--- config.mk ---
export PLATFORM = sky130hd
export DESIGN_NAME = spi_cmd_sequencer
export DESIGN_NICKNAME = d
export VERILOG_FILES = /design/src/rtl/spi_cmd_pkg.sv /design/src/rtl/spi_frame_counter.sv /design/src/rtl/spi_cmd_sequencer.sv
export SDC_FILE = /design/constraint.sdc
export NUM_CORES = 1
export LEC_CHECK = 0
export BUFFER_PORTS_ARGS = -buffer_cell sky130_fd_sc_hd__clkbuf_2
export CORE_MARGIN = 1
export CORE_UTILIZATION = 45
export CTS_CLUSTER_SIZE = 40
export DETAILED_ROUTE_END_ITERATION = 8
export GPL_TIMING_DRIVEN = 0
export PLACE_DENSITY = 0.71
export REMOVE_ABC_BUFFERS = 1
export SYNTH_ARGS = -nofsm -noshare
export SYNTH_HDL_FRONTEND = slang
export SYNTH_HIERARCHICAL = 1
export SYNTH_SLANG_ARGS = --single-unit
export TNS_END_PERCENT = 30
--- constraint.sdc ---
create_clock -name clock -period 3.1 [get_ports clock]
set_input_delay 0.465 -clock clock [delete_from_list [all_inputs] [get_ports clock]]
set_output_delay 0.465 -clock clock [all_outputs]
set_load 0.02 [all_outputs]
--- src/rtl/spi_cmd_pkg.sv ---
// Shared encodings for the SPI command sequencer: opcodes, error codes, FSM states, frame layout.
// Latency: n/a (types and constants only).
// Backpressure: n/a.
package spi_cmd_pkg;

  typedef enum logic [1:0] {
    OP_NOP   = 2'b00,
    OP_WRITE = 2'b01,
    OP_CLEAR = 2'b10,
    OP_BCAST = 2'b11
  } op_e;

  typedef enum logic [2:0] {
    ERR_NONE    = 3'd0,
    ERR_LEN     = 3'd1,
    ERR_TARGET  = 3'd2,
    ERR_OVERRUN = 3'd3,
    ERR_TIMEOUT = 3'd4
  } err_e;

  typedef enum logic [1:0] {
    ST_IDLE   = 2'd0,
    ST_DECODE = 2'd1,
    ST_ISSUE  = 2'd2
  } state_e;

  // Frame field positions within the 32-bit SPI word
  localparam int OP_MSB   = 31;
  localparam int OP_LSB   = 30;
  localparam int TGT_MSB  = 29;
  localparam int TGT_LSB  = 26;
  localparam int REG_MSB  = 25;
  localparam int REG_LSB  = 24;
  localparam int DATA_MSB = 23;
  localparam int DATA_LSB = 0;

  localparam logic [5:0] FRAME_BITS    = 6'd32;
  localparam logic [5:0] BIT_COUNT_MAX = 6'd63;

  // Packed view of a frame; field order matches the positions above (MSB first)
  typedef struct packed {
    logic [1:0]  op;
    logic [3:0]  target;
    logic [1:0]  rsel;
    logic [23:0] data;
  } cmd_t;

  // 8-bit add that sticks at 255 instead of wrapping
  function automatic logic [7:0] sat_add8(input logic [7:0] a, input logic [1:0] n);
    logic [8:0] s;
    s = {1'b0, a} + {7'd0, n};
    return (s > 9'd255) ? 8'hFF : s[7:0];
  endfunction

endpackage

--- src/rtl/spi_frame_counter.sv ---
// Tracks SS_N edges, counts SCLK rising edges within a frame and flags the frame end.
// Latency: frame_end is combinational in the first cycle ss_n_sync reads 1 after 0; bit_count updates one cycle after each pulse.
// Backpressure: none; free-running observer of the SPI pins.
module spi_frame_counter
  import spi_cmd_pkg::*;
(
  input  logic       clock,
  input  logic       reset_n,
  input  logic       ss_n_sync,
  input  logic       sclk_rise,
  output logic [5:0] bit_count,
  output logic       frame_end
);

  logic ss_d;
  logic ss_fall;

  assign ss_fall   = ss_d & ~ss_n_sync;
  assign frame_end = ~ss_d & ss_n_sync;

  // Delayed copy of SS_N; resets to idle-high so reset release never looks like a frame end
  always_ff @(posedge clock or negedge reset_n) begin
    if (!reset_n) ss_d <= 1'b1;
    else          ss_d <= ss_n_sync;
  end

  // Bit counter: restart at frame start, count SCLK edges while selected, stick at the maximum
  always_ff @(posedge clock or negedge reset_n) begin
    if (!reset_n) begin
      bit_count <= 6'd0;
    end else if (ss_fall) begin
      bit_count <= 6'd0;
    end else if (sclk_rise && !ss_n_sync && bit_count != BIT_COUNT_MAX) begin
      bit_count <= bit_count + 6'd1;
    end
  end

endmodule

--- src/rtl/spi_cmd_sequencer.sv ---
// Decodes completed SPI frames into register writes (single or broadcast) and keeps status counters.
// Latency: frame end at T -> DECODE at T+1 -> wr_valid at T+2; next broadcast write one cycle after each handshake.
// Backpressure: wr_valid holds with stable payload until wr_ready; aborts after TIMEOUT_CYCLES without a handshake.
module spi_cmd_sequencer
  import spi_cmd_pkg::*;
#(
  parameter int NUM_TARGETS    = 8,
  parameter int TIMEOUT_CYCLES = 255
) (
  input  logic        clock,
  input  logic        reset_n,
  input  logic        ss_n_sync,
  input  logic        sclk_rise,
  input  logic [31:0] spi_data,
  output logic        wr_valid,
  input  logic        wr_ready,
  output logic [3:0]  wr_target,
  output logic [1:0]  wr_reg,
  output logic [23:0] wr_data,
  output logic        busy,
  output logic [31:0] status_word
);

  localparam logic [4:0] NT          = 5'(NUM_TARGETS);
  localparam logic [3:0] LAST_TARGET = 4'(NUM_TARGETS - 1);
  localparam logic [7:0] TMO_LAST    = 8'(TIMEOUT_CYCLES - 1);

  state_e      state;
  cmd_t        cmd;
  logic [7:0]  tmo_cnt;
  logic [5:0]  bit_count;
  logic        frame_end;

  logic [7:0]  frame_count;
  logic [7:0]  err_count;
  logic [2:0]  err_code;

  logic        hs;
  logic        last_write;
  logic        overrun;
  logic        len_err;
  logic        tgt_err;
  logic        tmo_err;
  logic        fsm_err;
  logic [2:0]  fsm_code;
  logic        frame_inc;
  logic        clr_stat;
  logic        start_issue;

  spi_frame_counter u_frame_counter (
    .clock     (clock),
    .reset_n   (reset_n),
    .ss_n_sync (ss_n_sync),
    .sclk_rise (sclk_rise),
    .bit_count (bit_count),
    .frame_end (frame_end)
  );

  assign hs          = wr_valid & wr_ready;
  assign overrun     = frame_end & (state != ST_IDLE);
  assign last_write  = (cmd.op == OP_WRITE) || (wr_target == LAST_TARGET);
  assign busy        = (state != ST_IDLE);
  assign status_word = {err_code, 5'b0, err_count, frame_count, 2'b0, bit_count};

  // Per-cycle events: decode verdicts, completion, timeout, and the error code they imply
  always_comb begin
    len_err     = 1'b0;
    tgt_err     = 1'b0;
    tmo_err     = 1'b0;
    frame_inc   = 1'b0;
    clr_stat    = 1'b0;
    start_issue = 1'b0;
    case (state)
      ST_DECODE: begin
        if (bit_count != FRAME_BITS) begin
          len_err = 1'b1;
        end else if (cmd.op == OP_WRITE && {1'b0, cmd.target} >= NT) begin
          tgt_err = 1'b1;
        end else if (cmd.op == OP_NOP) begin
          frame_inc = 1'b1;
        end else if (cmd.op == OP_CLEAR) begin
          clr_stat = 1'b1;
        end else begin
          start_issue = 1'b1;
        end
      end
      ST_ISSUE: begin
        if (hs) frame_inc = last_write;
        else if (tmo_cnt == TMO_LAST) tmo_err = 1'b1;
      end
      default: ;
    endcase
    fsm_err  = len_err | tgt_err | tmo_err;
    fsm_code = len_err ? ERR_LEN : (tgt_err ? ERR_TARGET : ERR_TIMEOUT);
  end

  // Main FSM with registered write-port outputs
  always_ff @(posedge clock or negedge reset_n) begin
    if (!reset_n) begin
      state     <= ST_IDLE;
      cmd       <= '0;
      tmo_cnt   <= 8'd0;
      wr_valid  <= 1'b0;
      wr_target <= 4'd0;
      wr_reg    <= 2'd0;
      wr_data   <= 24'd0;
    end else begin
      case (state)
        ST_IDLE: begin
          if (frame_end) begin
            cmd   <= spi_data;
            state <= ST_DECODE;
          end
        end
        ST_DECODE: begin
          if (start_issue) begin
            state     <= ST_ISSUE;
            wr_valid  <= 1'b1;
            tmo_cnt   <= 8'd0;
            wr_reg    <= cmd.rsel;
            wr_data   <= cmd.data;
            wr_target <= (cmd.op == OP_BCAST) ? 4'd0 : cmd.target;
          end else begin
            state <= ST_IDLE;
          end
        end
        ST_ISSUE: begin
          if (hs) begin
            tmo_cnt <= 8'd0;
            if (last_write) begin
              wr_valid <= 1'b0;
              state    <= ST_IDLE;
            end else begin
              wr_target <= wr_target + 4'd1;
            end
          end else if (tmo_err) begin
            wr_valid <= 1'b0;
            state    <= ST_IDLE;
          end else begin
            tmo_cnt <= tmo_cnt + 8'd1;
          end
        end
        default: state <= ST_IDLE;
      endcase
    end
  end

  // Status counters; an overrun in the same cycle as another event still counts and owns the code
  always_ff @(posedge clock or negedge reset_n) begin
    if (!reset_n) begin
      frame_count <= 8'd0;
      err_count   <= 8'd0;
      err_code    <= ERR_NONE;
    end else begin
      if (clr_stat)       frame_count <= 8'd0;
      else if (frame_inc) frame_count <= sat_add8(frame_count, 2'd1);

      err_count <= sat_add8(clr_stat ? 8'd0 : err_count, 2'(fsm_err) + 2'(overrun));

      if (overrun)       err_code <= ERR_OVERRUN;
      else if (fsm_err)  err_code <= fsm_code;
      else if (clr_stat) err_code <= ERR_NONE;
    end
  end

endmodule
==> flow_metrics.env <==
export IMPL_period_minus_slack_ns=2.86
export IMPL_dp_cells=616
export IMPL_ys_ff_latch=99
export IMPL_cp_arrival_ns=3.14
export IMPL_grt_setup_unrepaired="no"
export IMPL_status="completed"
export IMPL_ys_top_cells_by_count="98 x dfrtp_1, 58 x mux2_2, 33 x nand2_1"
export IMPL_drive_above_1_share_pct=38.7
export IMPL_cts_root_buf="clkbuf_8"
export IMPL_io_buffers=93
export IMPL_num_vias=3406
export IMPL_drt_pass1_iterations=4
export IMPL_max_freq_mhz=349
export IMPL_cts_sinks=99
export IMPL_routabilityCongestion=0.815
export IMPL_area_delta_synth_final_pct=18.2
export IMPL_reg_top3="cmd (32), wr_data (24)"
export IMPL_max_stage_delay_ns=0.42
export IMPL_peakVddDrop_mv=0.370
export IMPL_rows=36
export IMPL_diodes=0
export IMPL_grt_usage_pct=18.5
export IMPL_min_path_type="input pin to asynchronous set/reset pin"
export IMPL_synthesis_area_um2=4660
export IMPL_cp_start_kind="flop"
export IMPL_wl_mm=9.49
export IMPL_synth_async_reset_ratio_pct=100
export IMPL_maxSlewHeadroom_pct=45.3
export IMPL_holdWs_ns=0.110
export IMPL_yosys_area_top_type="dfrtp_1"
export IMPL_path_buf_inv=2
export IMPL_cpMaxStageDelayCell="fa_1"
export IMPL_drc=0
export IMPL_postLayoutCoreUtil_pct=55.6
export IMPL_top_register="cmd"
export IMPL_postSynthAreaPerCell_um2=11.7
export IMPL_final_antenna_net_count=0
export IMPL_die_area_um2=10800
export IMPL_critPathKind="flop to flop"
export IMPL_critPathMaxFanout=11
export IMPL_grt_pass1_vias=3500
export IMPL_grt_max_degree=60
export IMPL_stdcell_count=634
export IMPL_synth_area_leaders="dfrtp_1 53%, mux2_2 14%, ha_1 2.7%"
export IMPL_yosysUniqueCellTypes=65
export IMPL_ys_flop_type="dfrtp_1"
export IMPL_rrSetupSlack_ns=0.24
export IMPL_crit_top_cell="inv_1"
export IMPL_max_cap_violations=0
export IMPL_antenna_found_initial=0
export IMPL_cp_cell_sequence="inv_1 > ha_4 > a21bo_2 > nor4_4 > nor2_1 > fa_1 > inv_1 > ha_1 > and3_1 > nand2_1 > or3_4 > o21ai_0"
export IMPL_setup_viol=0
export IMPL_slew_violations=0
export IMPL_synth_edf_count=0
export IMPL_cts_tree="yes"
export IMPL_largest_register_ffs=32
export IMPL_crit_family="simple AND/OR/NAND/NOR gates"
export IMPL_skew_ns=0.0137
export IMPL_total_leakage_power_nw=2.67
export IMPL_synth_most_common_cell="dfrtp_1"
export IMPL_synthCells=399
export IMPL_vias_per_cell=5.37
export IMPL_htree_levels=3
export IMPL_cp_end_kind="flop"
export IMPL_synth_top_cell_area_share_pct=52.6
export IMPL_io_pins=101
export IMPL_required_ns=3.37
export IMPL_clock_path_buffers=2
export IMPL_path_clk_slew_ns=0.10
export IMPL_cts_made_buffers=9
export IMPL_power_w=0.00366
export IMPL_clock_latency_ns=0.36
export IMPL_initial_utilization_pct=47.0
export IMPL_ys_warnings_count=6
export IMPL_finalCritPeriodShare_pct=92.4
export IMPL_drtIter0Drc=169
export IMPL_nets=545
export IMPL_post_drt_wl_per_cell_um=15.0
export IMPL_die_height_um=104
export IMPL_dieWidth_um=104
export IMPL_fin_tns_setup_ns=0
export IMPL_dp_hpwl_mm=6.78
export IMPL_grt_pass1_wl_mm=16.1
export IMPL_tightest_slew_ns=0.812
export IMPL_hold_violations=0
export IMPL_core_area_um2=9910
export IMPL_overflow=0
export IMPL_synth_seq_area_share_pct=53.2
export IMPL_powerDensity_nw_per_um2=665
## worst paths after layout
check,from,end,cells after the start
hold reg to reg,cmd[12]$_DFFE_PN0P_,cmd[12]$_DFFE_PN0P_,1
max in group asynchronous,reset_n,u_frame_counter/ss_d$_DFF_PN1_,2
hold / removal,reset_n,state[1]$_DFFE_PN0P_,1
setup reg to reg,state[0]$_DFFE_PN0P_,err_count[3]$_DFF_PN0_,12
setup / recovery,state[0]$_DFFE_PN0P_,err_count[3]$_DFF_PN0_,12
min in group clock,ss_n_sync,u_frame_counter/ss_d$_DFF_PN1_,1
## timing repair
item | 4_1_cts | 5_1_grt
setup buffers | 1 | 2
hold buffers | 0 | 0
pin swaps | 1 | 1
resized for setup | 3 | 3
endpoints found under the setup margin | 8 | 7
## metrics by stage
step / cell area [um2] / setup WS [ns]
floorplan: 4580 / -0.159
global placement: 5210 / -0.624
detailed placement: 5270 / -0.650
CTS: 5480 / 0.102
global route: 5510 / 0.0252
finish: 5510 / 0.237
## per-layer routing
metal / share of wire [%] / vias up / global-route usage, %
met1: 42 / 1672 / 21.6
met2: 48 / 103 / 31.8
met3: 7.9 / 11 / 6.42
met5: 0 / - / 0
met4: 1.3 / 0 / 5.92
li1: - / 1620 / -
## placed cells by master, fill, tap and decap left out, types with 12 or more instances in the layout
cell type	instances
a21oi_1	14
mux2_2	58
clkbuf_2	92
nand3_1	12
inv_1	22
o21ai_0	13
nor2_1	14
nor3_1	16
nand2_1	33
dfrtp_1	97
## layout make-up
cell class | count | area [um2]
Sequential cell | 99 | 2480
Tap cell | 133 | 166
Multi-Input combinational cell | 267 | 2050
Fill cell | 875 | 4400
Inverter | 22 | 82.6
Clock buffer | 9 | 124
Clock inverter | 6 | 58.8
Timing Repair Buffer | 98 | 546
## where the power goes
group / internal, W / total (W) / leakage (nW) / switching, W
Clock: 0.000304 / 0.000774 / 0.0895 / 0.000470
Combinational: 0.000464 / 0.000988 / 1.33 / 0.000524
Sequential: 0.00162 / 0.00190 / 1.26 / 0.000276
Total: 0.00239 / 0.00366 / 2.67 / 0.00127
## kinds of logic after synthesis
family                   after synthesis  synth area share [%]
adder cells (fa/ha/maj)               11                  3.11
multiplexers                          60                  14.4
flip-flops                            99                  53.2
AND/OR/NAND/NOR                      115                  13.7
AO/OA/AOI/OAI                         66                  10.0
other                                  1                0.0804
buffers and inverters                 39                  3.97
XOR/XNOR                               8                  1.50
No activity file was read; power rests on OpenSTA's default activity.
